**src/rtl/multicycle_control.sv**
```systemverilog
// rtl/multicycle_control.sv - Moore control FSM for a multicycle MIPS datapath
//
// Sequences a shared-ALU, unified-memory MIPS datapath. An instruction takes
// 3 to 5 cycles from FETCH to the next FETCH. The block also counts retired
// instructions and parks in HALT on an unknown opcode.
//
// Optional feature: define MC_MEM_WAIT_EN to add the mem_ready input. With it,
// FETCH/MEMRD/MEMWR stall while mem_ready is low.
//
// Ports:
//   clk          rising-edge clock
//   reset        synchronous, active-low reset
//   opcode       instruction[31:26] from the instruction register
//   funct        instruction[5:0] from the instruction register
//   mem_ready    memory handshake (only when MC_MEM_WAIT_EN is defined)
//   pcwrite      unconditional PC load
//   pcwritecond  PC load qualified by ALU zero
//   iord         memory address select (0 = PC, 1 = ALU out)
//   memread      memory read strobe
//   memwrite     memory write strobe
//   irwrite      instruction register load
//   regdst       write register select (00 rt, 01 rd, 10 $31)
//   memtoreg     write data select (00 ALU out, 01 mem data, 10 PC)
//   regwrite     register file write enable
//   alusrca      ALU A select (0 PC, 1 reg A)
//   alusrcb      ALU B select (00 B, 01 4, 10 imm, 11 imm<<2)
//   aluop        ALU operation (00 add, 01 sub, 10 funct)
//   pcsource     PC source (00 ALU, 01 ALU out, 10 jump, 11 reg A)
//   illegal      high while in HALT
//   state        current state encoding (debug)
//   instr_count  retired-instruction count, wraps modulo 2^CNT_W

module multicycle_control #(
  parameter int CNT_W = 32
) (
  input  logic             clk,
  input  logic             reset,
  input  logic [5:0]       opcode,
  input  logic [5:0]       funct,
`ifdef MC_MEM_WAIT_EN
  input  logic             mem_ready,
`endif
  output logic             pcwrite,
  output logic             pcwritecond,
  output logic             iord,
  output logic             memread,
  output logic             memwrite,
  output logic             irwrite,
  output logic [1:0]       regdst,
  output logic [1:0]       memtoreg,
  output logic             regwrite,
  output logic             alusrca,
  output logic [1:0]       alusrcb,
  output logic [1:0]       aluop,
  output logic [1:0]       pcsource,
  output logic             illegal,
  output logic [3:0]       state,
  output logic [CNT_W-1:0] instr_count
);

  typedef enum logic [3:0] {
    S_FETCH   = 4'd0,
    S_DECODE  = 4'd1,
    S_MEMADR  = 4'd2,
    S_MEMRD   = 4'd3,
    S_MEMWB   = 4'd4,
    S_MEMWR   = 4'd5,
    S_RTEXE   = 4'd6,
    S_RTWB    = 4'd7,
    S_BRANCH  = 4'd8,
    S_JUMP    = 4'd9,
    S_JAL     = 4'd10,
    S_JR      = 4'd11,
    S_ADDIEXE = 4'd12,
    S_ADDIWB  = 4'd13,
    S_HALT    = 4'd14
  } state_t;

  typedef struct packed {
    logic       pcwrite;
    logic       pcwritecond;
    logic       iord;
    logic       memread;
    logic       memwrite;
    logic       irwrite;
    logic [1:0] regdst;
    logic [1:0] memtoreg;
    logic       regwrite;
    logic       alusrca;
    logic [1:0] alusrcb;
    logic [1:0] aluop;
    logic [1:0] pcsource;
    logic       illegal;
  } ctrl_t;

  localparam logic [5:0] OP_RTYPE = 6'b000000;
  localparam logic [5:0] OP_LW    = 6'b100011;
  localparam logic [5:0] OP_SW    = 6'b101011;
  localparam logic [5:0] OP_BEQ   = 6'b000100;
  localparam logic [5:0] OP_J     = 6'b000010;
  localparam logic [5:0] OP_JAL   = 6'b000011;
  localparam logic [5:0] OP_ADDI  = 6'b001000;
  localparam logic [5:0] FN_JR    = 6'b001000;

  state_t     state_q;
  state_t     state_d;
  ctrl_t      ctrl_q;
  logic       mem_rdy;
  logic       retire;

`ifdef MC_MEM_WAIT_EN
  assign mem_rdy = mem_ready;
`else
  assign mem_rdy = 1'b1;
`endif

  // Control word for each state; anything not set stays 0.
  function automatic ctrl_t decode_state(input state_t s);
    ctrl_t c;
    c = '0;
    case (s)
      S_FETCH: begin
        c.memread  = 1'b1;
        c.irwrite  = 1'b1;
        c.pcwrite  = 1'b1;
        c.alusrcb  = 2'b01;
      end
      S_DECODE: begin
        // Branch target is precomputed here while the opcode is decoded.
        c.alusrcb  = 2'b11;
      end
      S_MEMADR: begin
        c.alusrca  = 1'b1;
        c.alusrcb  = 2'b10;
      end
      S_MEMRD: begin
        c.memread  = 1'b1;
        c.iord     = 1'b1;
      end
      S_MEMWB: begin
        c.regwrite = 1'b1;
        c.memtoreg = 2'b01;
      end
      S_MEMWR: begin
        c.memwrite = 1'b1;
        c.iord     = 1'b1;
      end
      S_RTEXE: begin
        c.alusrca  = 1'b1;
        c.aluop    = 2'b10;
      end
      S_RTWB: begin
        c.regwrite = 1'b1;
        c.regdst   = 2'b01;
      end
      S_BRANCH: begin
        c.alusrca     = 1'b1;
        c.aluop       = 2'b01;
        c.pcwritecond = 1'b1;
        c.pcsource    = 2'b01;
      end
      S_JUMP: begin
        c.pcwrite  = 1'b1;
        c.pcsource = 2'b10;
      end
      S_JAL: begin
        // PC already holds PC+4 from FETCH, so it is the return address.
        c.pcwrite  = 1'b1;
        c.pcsource = 2'b10;
        c.regwrite = 1'b1;
        c.regdst   = 2'b10;
        c.memtoreg = 2'b10;
      end
      S_JR: begin
        c.pcwrite  = 1'b1;
        c.pcsource = 2'b11;
      end
      S_ADDIEXE: begin
        c.alusrca  = 1'b1;
        c.alusrcb  = 2'b10;
      end
      S_ADDIWB: begin
        c.regwrite = 1'b1;
      end
      S_HALT: begin
        c.illegal  = 1'b1;
      end
      default: c = '0;
    endcase
    return c;
  endfunction

  function automatic state_t next_state(input state_t s, input logic [5:0] op,
                                        input logic [5:0] fn, input logic rdy);
    state_t n;
    n = S_FETCH;
    case (s)
      S_FETCH:  n = rdy ? S_DECODE : S_FETCH;
      S_DECODE: begin
        case (op)
          OP_RTYPE:      n = (fn == FN_JR) ? S_JR : S_RTEXE;
          OP_LW, OP_SW:  n = S_MEMADR;
          OP_BEQ:        n = S_BRANCH;
          OP_J:          n = S_JUMP;
          OP_JAL:        n = S_JAL;
          OP_ADDI:       n = S_ADDIEXE;
          default:       n = S_HALT;
        endcase
      end
      S_MEMADR:  n = (op == OP_LW) ? S_MEMRD : S_MEMWR;
      S_MEMRD:   n = rdy ? S_MEMWB : S_MEMRD;
      S_MEMWR:   n = rdy ? S_FETCH : S_MEMWR;
      S_RTEXE:   n = S_RTWB;
      S_ADDIEXE: n = S_ADDIWB;
      S_MEMWB, S_RTWB, S_BRANCH, S_JUMP, S_JAL, S_JR, S_ADDIWB: n = S_FETCH;
      S_HALT:    n = S_HALT;
      default:   n = S_FETCH;
    endcase
    return n;
  endfunction

  assign state_d = next_state(state_q, opcode, funct, mem_rdy);

  // An instruction retires on the edge leaving its last state; a stalled
  // store has not completed yet.
  always_comb begin
    retire = 1'b0;
    case (state_q)
      S_MEMWB, S_RTWB, S_BRANCH, S_JUMP, S_JAL, S_JR, S_ADDIWB: retire = 1'b1;
      S_MEMWR: retire = mem_rdy;
      default: retire = 1'b0;
    endcase
  end

  // Control outputs are registered from the next state, so they always match
  // the state register and never glitch on opcode changes.
  always_ff @(posedge clk) begin
    if (!reset) begin
      state_q     <= S_FETCH;
      ctrl_q      <= decode_state(S_FETCH);
      instr_count <= '0;
    end else begin
      state_q <= state_d;
      ctrl_q  <= decode_state(state_d);
      if (retire) begin
        instr_count <= instr_count + CNT_W'(1);
      end
    end
  end

  // The PC and IR load in FETCH only on the cycle memory returns data, so a
  // stalled fetch advances the PC exactly once.
  assign pcwrite     = ctrl_q.pcwrite & ((state_q != S_FETCH) | mem_rdy);
  assign irwrite     = ctrl_q.irwrite & mem_rdy;
  assign pcwritecond = ctrl_q.pcwritecond;
  assign iord        = ctrl_q.iord;
  assign memread     = ctrl_q.memread;
  assign memwrite    = ctrl_q.memwrite;
  assign regdst      = ctrl_q.regdst;
  assign memtoreg    = ctrl_q.memtoreg;
  assign regwrite    = ctrl_q.regwrite;
  assign alusrca     = ctrl_q.alusrca;
  assign alusrcb     = ctrl_q.alusrcb;
  assign aluop       = ctrl_q.aluop;
  assign pcsource    = ctrl_q.pcsource;
  assign illegal     = ctrl_q.illegal;
  assign state       = state_q;

endmodule

```
**config.mk**
```make
export PLATFORM = sky130hd
export DESIGN_NAME = multicycle_control
export DESIGN_NICKNAME = d
export VERILOG_FILES = /design/src/rtl/multicycle_control.sv
export SDC_FILE = /design/constraint.sdc
export NUM_CORES = 1
export LEC_CHECK = 0
export ABC_AREA = 1
export BUFFER_PORTS_ARGS = -buffer_cell sky130_fd_sc_hd__clkbuf_2
export CELL_PAD_IN_SITES_DETAIL_PLACEMENT = 1
export CELL_PAD_IN_SITES_GLOBAL_PLACEMENT = 1
export CORE_UTILIZATION = 40
export CTS_CLUSTER_DIAMETER = 30
export DETAILED_ROUTE_END_ITERATION = 8
export MAX_ROUTING_LAYER = met4
export PLACE_DENSITY_LB_ADDON = 0.08
export SETUP_SLACK_MARGIN = 0.2
export SYNTH_ARGS = -nofsm -noshare
export SYNTH_HDL_FRONTEND = slang
export SYNTH_SLANG_ARGS = --single-unit
```
**constraint.sdc**
```tcl
create_clock -name clk -period 2.64 [get_ports clk]
set_clock_uncertainty 0.15 [all_clocks]
set_input_delay 0 -clock clk [delete_from_list [all_inputs] [get_ports clk]]
set_output_delay 0 -clock clk [all_outputs]
set_load 0.005 [all_outputs]
```
==> results.cfg <==
[status]
outcome = complete, no violations

[layout]
layout.cells.non_filler = 521
fin_nets = 458
diodes = 0
nFillCells = 866
syn_to_final_growth_pct = 19.19
layout-drive-gt1-share = 0.2815

[cts]
h-tree-depth = 2
clock_path_buffers = 2
numCtsBuffers = 5
ctsResizeCount = 0
clockRootBuffer = clkbuf_8
clk_pin_slew_ns = 0.11
cts-hold-fix-buffers = 2
post_cts_buffers = 0
cts_tree = built
clock_sinks = 55
clkLatencyLatePin_ns = 0.31

[hold_path]
whs_path_depth = 5
hold_path_class = in -> reg

[timing]
rsz0062_at_grt = no
max_slew_margin = 0.4763
fmax_mhz = 524.8
finalWorstSetupSlack_ns = 0.7345
slew_violations = 0
finalCriticalPeriod_ns = 1.906
min_period_over_period = 0.7218
finalSetupViolCount = 0
fin_setup_tns_ns = 0
tightest_slew_ns = 0.7846
hold_viol_final = 0

[die]
die_w_um = 84.64
die_y_um = 84.64
core.rowCount = 29
initial_core_util = 0.4229
dieArea_um2 = 7163
ios = 69
fp.coreArea_um2 = 6459

[pwr]
combPwrFrac = 0.279
power_density_nw_per_um2 = 622.5
leakage_nw = 1.500
ir_drop_mv = 0.2912
cell_internal_pwr_mw = 1.301
clkPwrFrac = 0.235
netSwitchingPower_uw = 726.0
swShare = 0.3583
seq_power_share = 0.486

[grt]
track_usage = 0.2209
antenna_found_initial = 0
grt_overflow = 0
grt_pass1_wl_um = 12210
grt_max_degree = 26
grt_pass1_vias = 2463

[yosys]
ys.flop_type = dfxtp_1
netlist_instances = 371
postSynthAreaPerCell_um2 = 7.362
yosysUniqueCellTypes = 41
syn_area_um2 = 2731
synth_seq_area_share = 0.4031
syn_nets = 386
synth_most_common_cell = nand2_1
ys_ff_latch = 55
synth_edf_count = 0
synth_area_leaders = dfxtp_1 40%, nand2_1 9.3%, nor2_1 8.9%
yosys_warnings = 0
synth_common_cells = 68 x nand2_1, 65 x nor2_1, 55 x dfxtp_1
yosysTopAreaCellShare = 0.4031
async_flop_share = 0
synth_top_cell_by_area = dfxtp_1

[placement]
gp_congestion = 0.8998
post-place-cells = 511
dp_slack_ns = 0.7463
hpwl_um = 5684
io_buffer_count = 68

[routing]
via_per_inst = 4.960
routed_wl_um = 7217
drcViolationCount = 0
routedWlPerCell_um = 13.85
antenna_left = 0
firstDrtPassIters = 6
num_vias = 2584
drtIter0Drc = 119

[worst_setup_path]
critPathCaptureType = flip-flop
r2r_cells = 10
worstSetupPathType = reg -> reg
worstPathArrival_ns = 1.97
required_ns = 2.71
critPathMaxFanout = 5
crit_path_start_kind = flip-flop

[job]
maxCapViolCount = 0
==> flip-flops by register name (all words and copies together) (netlist names) <==
register	count
iord	1
pcwrite	1
alusrcb	2
state	4
retire	1
regwrite	1
regdst	2
aluop	2
illegal	1
alusrca	1
pcsource	2
irwrite	1
memtoreg	2
instr_count	32
memwrite	1
memread	1
==> layout by cell type, fill, tap and decap left out, types with 2 or more instances in the layout <==
cell type      netlist  routed
inv_1               38      38
o21ai_1              3       3
nor2_1              65      65
nor3_4               2       2
nor2_4               4       4
nor3_1               7       7
a21oi_2              2       2
dlygate4sd3_1        0       2
inv_2                9       9
nor3b_1              2       2
nand3_1             22      22
clkbuf_8             0       5
nand4_2              2       2
clkinvlp_4           0       2
o21a_1               2       2
o21ai_0             15      15
xnor2_1              6       6
a21oi_1             17      17
nand4_1              4       4
nor2_2              10      10
dfxtp_1             55      55
nand2_4              2       2
clkbuf_2             0      68
xor2_1               5       5
nand2_1             68      68
nand3_2              3       3
nand2_2              6       6
nor3_2               2       2
==> power groups by stage <==
stage	sequential, mW	combinational (mW)	clock [mW]
floorplan	1.00	0.373	0
global placement	1.00	0.554	0
detailed placement	1.01	0.562	0
CTS	0.987	0.568	0.492
global route	1.00	0.631	0.527
finish	0.985	0.565	0.477
==> per-layer routing <==
layer,vias up,GRT usage,share of wire
met1,1200,0.3032,0.52
met2,55,0.3452,0.44
li1,1324,-,-
met5,-,-,0
met3,5,0.03048,0.032
met4,0,0.05085,0.0083
==> worst paths after layout <==
check | startpoint | to | slack [ns]
hold / removal | opcode[0] | state[1] | 0.06
hold reg to reg | instr_count[14] | instr_count[14] | 0.36
setup / recovery | instr_count[0] | instr_count[24] | 0.73
setup reg to reg | instr_count[0] | instr_count[24] | 0.73
==> area by class of cell <==
class / count / area (µm²) / share of cell area
sequential: 55 / 1101 / 0.3382
timing repair buffer: 71 / 367.9 / 0.1130
clock inverter: 3 / 20.02 / 0.006149
tap: 77 / 96.34 / 0.02959
multi-input combinational: 263 / 1425 / 0.4377
clock buffer: 5 / 68.82 / 0.02114
inverter: 47 / 176.4 / 0.05419
==> cells by family (layout without fill, tap and decap cells) <==
| group | count (synthesis) | in the layout | synth area share |
|---|---|---|---|
| XOR/XNOR | 11 | 11 | 0.03527 |
| AND/OR/NAND/NOR | 207 | 207 | 0.3912 |
| flip-flops | 55 | 55 | 0.4031 |
| buffers and inverters | 53 | 126 | 0.07513 |
| adder cells (fa/ha/maj) | 1 | 1 | 0.004580 |
| AO/OA/AOI/OAI | 44 | 44 | 0.09070 |
==> critical path, cell delays in order (launching register included) <==
cell and delay [ns]:
dfxtp_1 0.40, ha_1 0.23, nand3_2 0.12, nor2_4 0.15, nand3_4 0.12, inv_2 0.11
nand2_4 0.07, nor3_4 0.16, nand3_1 0.11, o21ai_1 0.13, a21oi_1 0.05
==> stage by stage <==
step,utilization,instance area [µm²],hold WS [ns],power [mW]
finish,0.5041,3256,0.05761,2.027
floorplan,-,2731,0.07818,1.374
detailed placement,0.4872,3147,0.2202,1.568
CTS,0.5041,3256,0.06001,2.047
global route,0.5041,3256,0.1210,2.158
global placement,0.4872,3147,0.2203,1.555
Note: power is estimated with default switching activity, not from simulation.
